[config.mk]
export PLATFORM = sky130hd
export DESIGN_NAME = cnn_bus_master
export DESIGN_NICKNAME = d
export VERILOG_FILES = /design/src/rtl/cnn_bus_master.sv
export SDC_FILE = /design/constraint.sdc
export NUM_CORES = 1
export LEC_CHECK = 0
export CORE_ASPECT_RATIO = 1.5
export CORE_UTILIZATION = 39
export DETAILED_ROUTE_END_ITERATION = 8
export GPL_TIMING_DRIVEN = 1
export PLACE_DENSITY = 0.76
export SLEW_MARGIN = 20
export SYNTH_ARGS = -nofsm -noshare
export SYNTH_HDL_FRONTEND = slang
export SYNTH_SLANG_ARGS = --single-unit
[constraint.sdc]
create_clock -name clk -period 2.7 [get_ports clk]
set_input_delay 0.405 -clock clk [delete_from_list [all_inputs] [get_ports clk]]
set_output_delay 0.405 -clock clk [all_outputs]
set_load 0.01 [all_outputs]
[src/rtl/cnn_bus_master.sv]
// Bus initiator for the CNN 16x16 accelerator slave port: streams the operand words, starts the job, polls and fetches the result.
// Optional poll timeout is enabled by defining CNN_BUS_MASTER_TIMEOUT_EN.
module cnn_bus_master #(
    parameter int N_WORDS    = 16,
    parameter int START_BIT  = 29,
    parameter int POLL_GAP   = 4,
    parameter int POLL_LIMIT = 1024
) (
    input  logic        clk,
    input  logic        rst,
    input  logic        op_valid,
    output logic        op_ready,
    input  logic [31:0] op_data,
    output logic        res_valid,
    input  logic        res_ready,
    output logic [31:0] res_data,
    output logic        busy,
    output logic [6:0]  bus_addr,
    output logic [31:0] bus_wdata,
    output logic        bus_wr_en,
    output logic        bus_rd_en,
    input  logic [31:0] bus_rdata,
    input  logic        bus_ready,
    output logic        timeout
);

    localparam logic [2:0] S_IDLE  = 3'd0;
    localparam logic [2:0] S_WR    = 3'd1;
    localparam logic [2:0] S_LOAD  = 3'd2;
    localparam logic [2:0] S_START = 3'd3;
    localparam logic [2:0] S_GAP   = 3'd4;
    localparam logic [2:0] S_POLL  = 3'd5;
    localparam logic [2:0] S_FETCH = 3'd6;
    localparam logic [2:0] S_OUT   = 3'd7;

    localparam int IDX_W = $clog2(2 * N_WORDS);
    localparam int GAP_W = (POLL_GAP > 1) ? $clog2(POLL_GAP) : 1;

    localparam logic [IDX_W-1:0] IDX_LAST    = IDX_W'(2 * N_WORDS - 1);
    localparam logic [GAP_W-1:0] GAP_LAST    = (POLL_GAP > 0) ? GAP_W'(POLL_GAP - 1) : '0;
    localparam logic [6:0]       ADDR_START  = 7'(2 * N_WORDS);
    localparam logic [6:0]       ADDR_RESULT = 7'(2 * N_WORDS + 1);
    localparam logic [6:0]       ADDR_VALID  = 7'(2 * N_WORDS + 2);
    localparam logic [31:0]      START_WORD  = 32'd1 << START_BIT;

    if (POLL_LIMIT < 1 || POLL_GAP < 0) begin : g_bad_params
        $error("cnn_bus_master: POLL_LIMIT must be >= 1 and POLL_GAP >= 0");
    end

    logic [2:0]       state_q, state_d;
    logic [IDX_W-1:0] idx_q, idx_d;
    logic [GAP_W-1:0] gap_q, gap_d;
    logic             op_ready_q, op_ready_d;
    logic             res_valid_q, res_valid_d;
    logic [31:0]      res_data_q, res_data_d;
    logic [6:0]       bus_addr_q, bus_addr_d;
    logic [31:0]      bus_wdata_q, bus_wdata_d;
    logic             bus_wr_en_q, bus_wr_en_d;
    logic             bus_rd_en_q, bus_rd_en_d;
    logic             enter_poll;

`ifdef CNN_BUS_MASTER_TIMEOUT_EN
    localparam int                PCNT_W     = $clog2(POLL_LIMIT + 1);
    localparam logic [PCNT_W-1:0] LIMIT_LAST = PCNT_W'(POLL_LIMIT - 1);

    logic [PCNT_W-1:0] poll_cnt_q, poll_cnt_d;
    logic              timeout_q, timeout_d;
`endif

    always_comb begin
        // NOTE: every _d defaults to its _q first, so no path through the case can infer a latch.
        state_d     = state_q;
        idx_d       = idx_q;
        gap_d       = gap_q;
        op_ready_d  = op_ready_q;
        res_valid_d = res_valid_q;
        res_data_d  = res_data_q;
        bus_addr_d  = bus_addr_q;
        bus_wdata_d = bus_wdata_q;
        bus_wr_en_d = bus_wr_en_q;
        bus_rd_en_d = bus_rd_en_q;
        enter_poll  = 1'b0;
`ifdef CNN_BUS_MASTER_TIMEOUT_EN
        poll_cnt_d  = poll_cnt_q;
        timeout_d   = 1'b0;
`endif

        case (state_q)
            S_IDLE, S_LOAD: begin
                op_ready_d = 1'b1;
                if (op_valid && op_ready_q) begin
                    state_d     = S_WR;
                    op_ready_d  = 1'b0;
                    bus_wr_en_d = 1'b1;
                    bus_addr_d  = 7'(idx_q);
                    bus_wdata_d = op_data;
                end
            end
            S_WR: begin
                if (bus_ready) begin
                    idx_d = idx_q + 1'b1;
                    if (idx_q == IDX_LAST) begin
                        // Start beat follows the last operand write back-to-back.
                        state_d     = S_START;
                        bus_addr_d  = ADDR_START;
                        bus_wdata_d = START_WORD;
                    end else begin
                        state_d     = S_LOAD;
                        bus_wr_en_d = 1'b0;
                        op_ready_d  = 1'b1;
                    end
                end
            end
            S_START: begin
                if (bus_ready) begin
                    idx_d       = '0;
                    bus_wr_en_d = 1'b0;
                    enter_poll  = 1'b1;
`ifdef CNN_BUS_MASTER_TIMEOUT_EN
                    poll_cnt_d  = '0;
`endif
                end
            end
            S_GAP: begin
                if (gap_q == GAP_LAST) begin
                    state_d     = S_POLL;
                    bus_rd_en_d = 1'b1;
                    bus_addr_d  = ADDR_VALID;
                end else begin
                    gap_d = gap_q + 1'b1;
                end
            end
            S_POLL: begin
                if (bus_ready) begin
                    if (bus_rdata[0]) begin
                        state_d    = S_FETCH;
                        bus_addr_d = ADDR_RESULT;
                    end else begin
                        bus_rd_en_d = 1'b0;
`ifdef CNN_BUS_MASTER_TIMEOUT_EN
                        if (poll_cnt_q == LIMIT_LAST) begin
                            timeout_d   = 1'b1;
                            res_data_d  = 32'hFFFF_FFFF;
                            res_valid_d = 1'b1;
                            state_d     = S_OUT;
                        end else begin
                            poll_cnt_d = poll_cnt_q + 1'b1;
                            enter_poll = 1'b1;
                        end
`else
                        enter_poll = 1'b1;
`endif
                    end
                end
            end
            S_FETCH: begin
                if (bus_ready) begin
                    res_data_d  = bus_rdata;
                    res_valid_d = 1'b1;
                    bus_rd_en_d = 1'b0;
                    state_d     = S_OUT;
                end
            end
            S_OUT: begin
                if (res_ready) begin
                    res_valid_d = 1'b0;
                    op_ready_d  = 1'b1;
                    state_d     = S_IDLE;
                end
            end
            default: state_d = S_IDLE;
        endcase

        // A zero gap issues the next poll immediately, keeping the read strobe high.
        if (enter_poll) begin
            gap_d = '0;
            if (POLL_GAP == 0) begin
                state_d     = S_POLL;
                bus_rd_en_d = 1'b1;
                bus_addr_d  = ADDR_VALID;
            end else begin
                state_d = S_GAP;
            end
        end
    end

    // NOTE: state updates use non-blocking assignments so every flop samples pre-edge values.
    always_ff @(posedge clk or posedge rst) begin
        if (rst) begin
            state_q     <= S_IDLE;
            idx_q       <= '0;
            gap_q       <= '0;
            op_ready_q  <= 1'b0;
            res_valid_q <= 1'b0;
            res_data_q  <= '0;
            bus_addr_q  <= '0;
            bus_wdata_q <= '0;
            bus_wr_en_q <= 1'b0;
            bus_rd_en_q <= 1'b0;
        end else begin
            state_q     <= state_d;
            idx_q       <= idx_d;
            gap_q       <= gap_d;
            op_ready_q  <= op_ready_d;
            res_valid_q <= res_valid_d;
            res_data_q  <= res_data_d;
            bus_addr_q  <= bus_addr_d;
            bus_wdata_q <= bus_wdata_d;
            bus_wr_en_q <= bus_wr_en_d;
            bus_rd_en_q <= bus_rd_en_d;
        end
    end

`ifdef CNN_BUS_MASTER_TIMEOUT_EN
    always_ff @(posedge clk or posedge rst) begin
        if (rst) begin
            poll_cnt_q <= '0;
            timeout_q  <= 1'b0;
        end else begin
            poll_cnt_q <= poll_cnt_d;
            timeout_q  <= timeout_d;
        end
    end

    assign timeout = timeout_q;
`else
    assign timeout = 1'b0;
`endif

    assign op_ready  = op_ready_q;
    assign res_valid = res_valid_q;
    assign res_data  = res_data_q;
    assign busy      = (state_q != S_IDLE);
    assign bus_addr  = bus_addr_q;
    assign bus_wdata = bus_wdata_q;
    assign bus_wr_en = bus_wr_en_q;
    assign bus_rd_en = bus_rd_en_q;

endmodule

==> impl_metrics.sql <==
INSERT INTO impl_metrics (metric_group, metric, value, unit) VALUES
('power', 'post-layout-total-power', '6110', 'uW'),
('die', 'num_io_pins', '146', ''),
('power', 'power-per-cell-area', '1130', 'nW/um2'),
('run', 'cap_viol_max_count', '0', ''),
('setup_path', 'worst_r2r_endpoint', 'bus_wdata[30]$_DFFE_PP0P_', ''),
('clock_tree', 'post_cts.resized_instances', '0', ''),
('setup_path', 'path_class', 'flop to output port', ''),
('setup_path', 'critical_path_arrival', '1.81', 'ns'),
('clock_tree', 'cts_htree_levels', '3', ''),
('clock_tree', 'clockRootBuffer', 'sky130_fd_sc_hd__clkbuf_16', ''),
('global_routing', 'grt_first_pass_wirelength', '13.8', 'mm'),
('final_layout', 'n_antenna_cell', '0', ''),
('drt', 'post-route-drc-count', '0', ''),
('clock_tree', 'cts-hold-fix-buffers', '0', ''),
('drt', 'first_pass_iters', '4', ''),
('logic_synthesis', 'synthesis.area', '3600', 'um2'),
('global_routing', 'maximum_number_of_pins_on_one_net_before_global_route_repair', '65', ''),
('place', 'dp.final_hpwl', '6.45', 'mm'),
('clock_tree', 'postCtsSetupRepairBufs', '0', ''),
('setup_path', 'worst-r2r-cell-count', '7', ''),
('setup_path', 'worst_setup_path_end_kind', 'output port', ''),
('drt', 'drt.antenna.violating_nets', '0', ''),
('sta', 'worst-slew-pin-transition', '0.516', 'ns'),
('logic_synthesis', 'synth_simple_gate_area_share', '13.4', '%'),
('place', 'place.port_buffers', '143', ''),
('logic_synthesis', 'postSynthRegisterBits', '84', ''),
('logic_synthesis', 'synth_mux_area_share', '12.2', '%'),
('drt', 'vias', '2855', ''),
('run_status', 'status', 'complete, no violations', ''),
('logic_synthesis', 'postSynthCellCount', '328', ''),
('die', 'dieWidth', '80.5', 'um'),
('clock_tree', 'clkTransAtPathRegs', '0.06', 'ns'),
('final_layout', 'commonest_non_fill_non_tap_cells_in_the_layout', 'sky130_fd_sc_hd__clkdlybuf4s50_1, sky130_fd_sc_hd__dfrtp_1, sky130_fd_sc_hd__nand2_1, sky130_fd_sc_hd__o21ai_0, sky130_fd_sc_hd__mux2_2', ''),
('global_routing', 'antenna_found_initial', '0', ''),
('clock_tree', 'cts-buffers-inserted', '9', ''),
('place', 'dp.cells', '568', ''),
('setup_path', 'regToRegStartpoint', 'idx_q[0]$_DFFE_PP0P_', ''),
('sta', 'final_cycle_share', '82.0', '%'),
('global_routing', 'globalRouteTotalUtil', '18.8', '%'),
('final_layout', 'stdcell_count', '583', ''),
('sta', 'rsz0062_at_grt', 'false', ''),
('sta', 'maxClockFrequency', '0.452', 'GHz'),
('logic_synthesis', 'synth_xor_area_share', '0.243', '%'),
('power', 'vdd.ir_drop.worst', '0.626', 'mV'),
('logic_synthesis', 'yosys_warnings', '0', ''),
('final_layout', 'final_nets', '541', ''),
('die', 'coreArea', '8880', 'um2'),
('setup_path', 'setup.worst_path.start_class', 'flop', ''),
('logic_synthesis', 'dominant_combinational_cell_family_by_area_after_synthesis', 'simple AND/OR/NAND/NOR gates', ''),
('final_layout', 'final_layout_size_suffix_gt1_share', '13.7', '%'),
('setup_path', 'crit_fanout', '18', ''),
('final_layout', 'utilization', '60.9', '%'),
('drt', 'drtIter0Drc', '142', ''),
('power', 'power.leakage', '0.00245', 'uW'),
('logic_synthesis', 'sequential_fraction_of_the_synthesis_area', '58.3', '%'),
('sta', 'max-slew-margin-rel', '65.6', '%'),
('sta', 'fin_worst_hold_slack', '0.371', 'ns'),
('logic_synthesis', 'synth_cell_types', '38', ''),
('clock_tree', 'ctsLongestPathBuffers', '2', ''),
('die', 'floorplan.initialDensity', '40.6', '%'),
('worst_hold_path', 'hold_path.class', 'input pin to asynchronous set/reset pin', ''),
('die', 'die_area', '9640', 'um2'),
('logic_synthesis', 'synth_compound_gate_area_share', '10.3', '%'),
('sta', 'final_count_of_pins_violating_max_slew', '0', ''),
('setup_path', 'worst_reg_to_reg_setup_slack', '0.54', 'ns'),
('final_layout', 'layout_commonest_cell', 'sky130_fd_sc_hd__clkdlybuf4s50_1', ''),
('drt', 'wirelength', '8.72', 'mm'),
('place', 'gpl.final_weighted_congestion', '0.847', ''),
('die', 'die-height', '120', 'um'),
('die', 'std_cell_rows', '42', ''),
('clock_tree', 'cts_tree', 'done', '');
-- worst max path at each step --
stage	startpoint	to	depth (start not counted)	slack, ns
after global routing	state_q[0]$_DFFE_PP0P_	busy	3	0.39
after global placement	bus_ready	bus_addr[0]$_DFFE_PP0P_	4	0.57
after detailed placement	bus_ready	bus_wdata[30]$_DFFE_PP0P_	6	0.49
after CTS	state_q[0]$_DFFE_PP0P_	busy	3	0.48
after floorplan	rst	bus_addr[0]$_DFFE_PP0P_	1	0.13
final	state_q[0]$_DFFE_PP0P_	busy	3	0.49
-- kinds of logic (layout without fill, tap and decap cells) --
| family | Yosys count | in the layout |
|---|---|---|
| and+or+nand+nor | 108 | 108 |
| DFF | 84 | 84 |
| AOI/OAI and AO/OA | 64 | 64 |
| muxes | 39 | 39 |
| buffers and inverters | 28 | 172 |
| adders and majority gates | 3 | 3 |
| other | 1 | 2 |
| xor gates and xnor gates | 1 | 1 |
-- worst max-delay path: stages, from the launching register on --
cell                              delay, ns
sky130_fd_sc_hd__dfrtp_1               0.66
sky130_fd_sc_hd__nor2_1                0.17
sky130_fd_sc_hd__nand2_1               0.12
sky130_fd_sc_hd__clkdlybuf4s50_1       0.53
-- per-layer routing --
metal	share of wire, %	track usage (%)
met3	5.7	4.94
met4	2.8	8.04
met5	0	0
met1	38	21.2
met2	53	32.7
-- sequential cells by signal, summed over array words and instances, names as in the netlist --
| signal | cells |
|---|---|
| bus_wdata | 32 |
| res_data | 32 |
| bus_addr | 6 |
| idx_q | 5 |
| state_q | 3 |
| gap_q | 2 |
| bus_rd_en | 1 |
| bus_wr_en | 1 |
| op_ready | 1 |
| res_valid | 1 |
-- area by class of cell --
type	count	area (um2)
multi-input combinational	217	1350
clock buffer	10	239
sequential	84	2100
fill	726	3470
clock inverter	5	52.6
timing repair buffer	152	1510
inverter	5	20.0
tap	110	138
-- power breakdown --
part / switching (uW) / total (uW) / internal [uW]
logic: 1190 / 2740 / 1550
clock network: 461 / 1190 / 731
registers: 357 / 2180 / 1830
total: 2010 / 6110 / 4110
-- synthesized netlist by cell type, drive strengths merged --
cell type  count  area, um2
a32o           3       31.3
a211oi         1       7.51
o22ai          2       26.3
nor2          13       48.8
mux2i          5       50.1
nor3b          1       7.51
mux2          34        390
ha             3       37.5
buf           20        125
nor2b          1       13.8
nand3b         2       18.8
dfrtp         84       2100
a21o           1       7.51
o21ai         39        195
clkbuf         3       11.3
nand2         76        285
inv            5       18.8
xnor2          1       8.76
o21a           1       7.51
and2b          1       7.51
a22o           3       26.3
a21oi         13       65.1
nand3          2       10.0
nand4b         2       23.8
nand2b         5       38.8
a31oi          1       6.26
and3           3       18.8
nor3           2       10.0
conb           1       3.75
-- through the flow --
step | cell area, um2 | setup WS, ns
after detailed placement | 5120 | 0.485
final | 5410 | 0.487
after CTS | 5410 | 0.476
after floorplan | 3610 | 0.130
after global routing | 5410 | 0.385
after global placement | 5120 | 0.573
(Power assumes the default switching activity.)
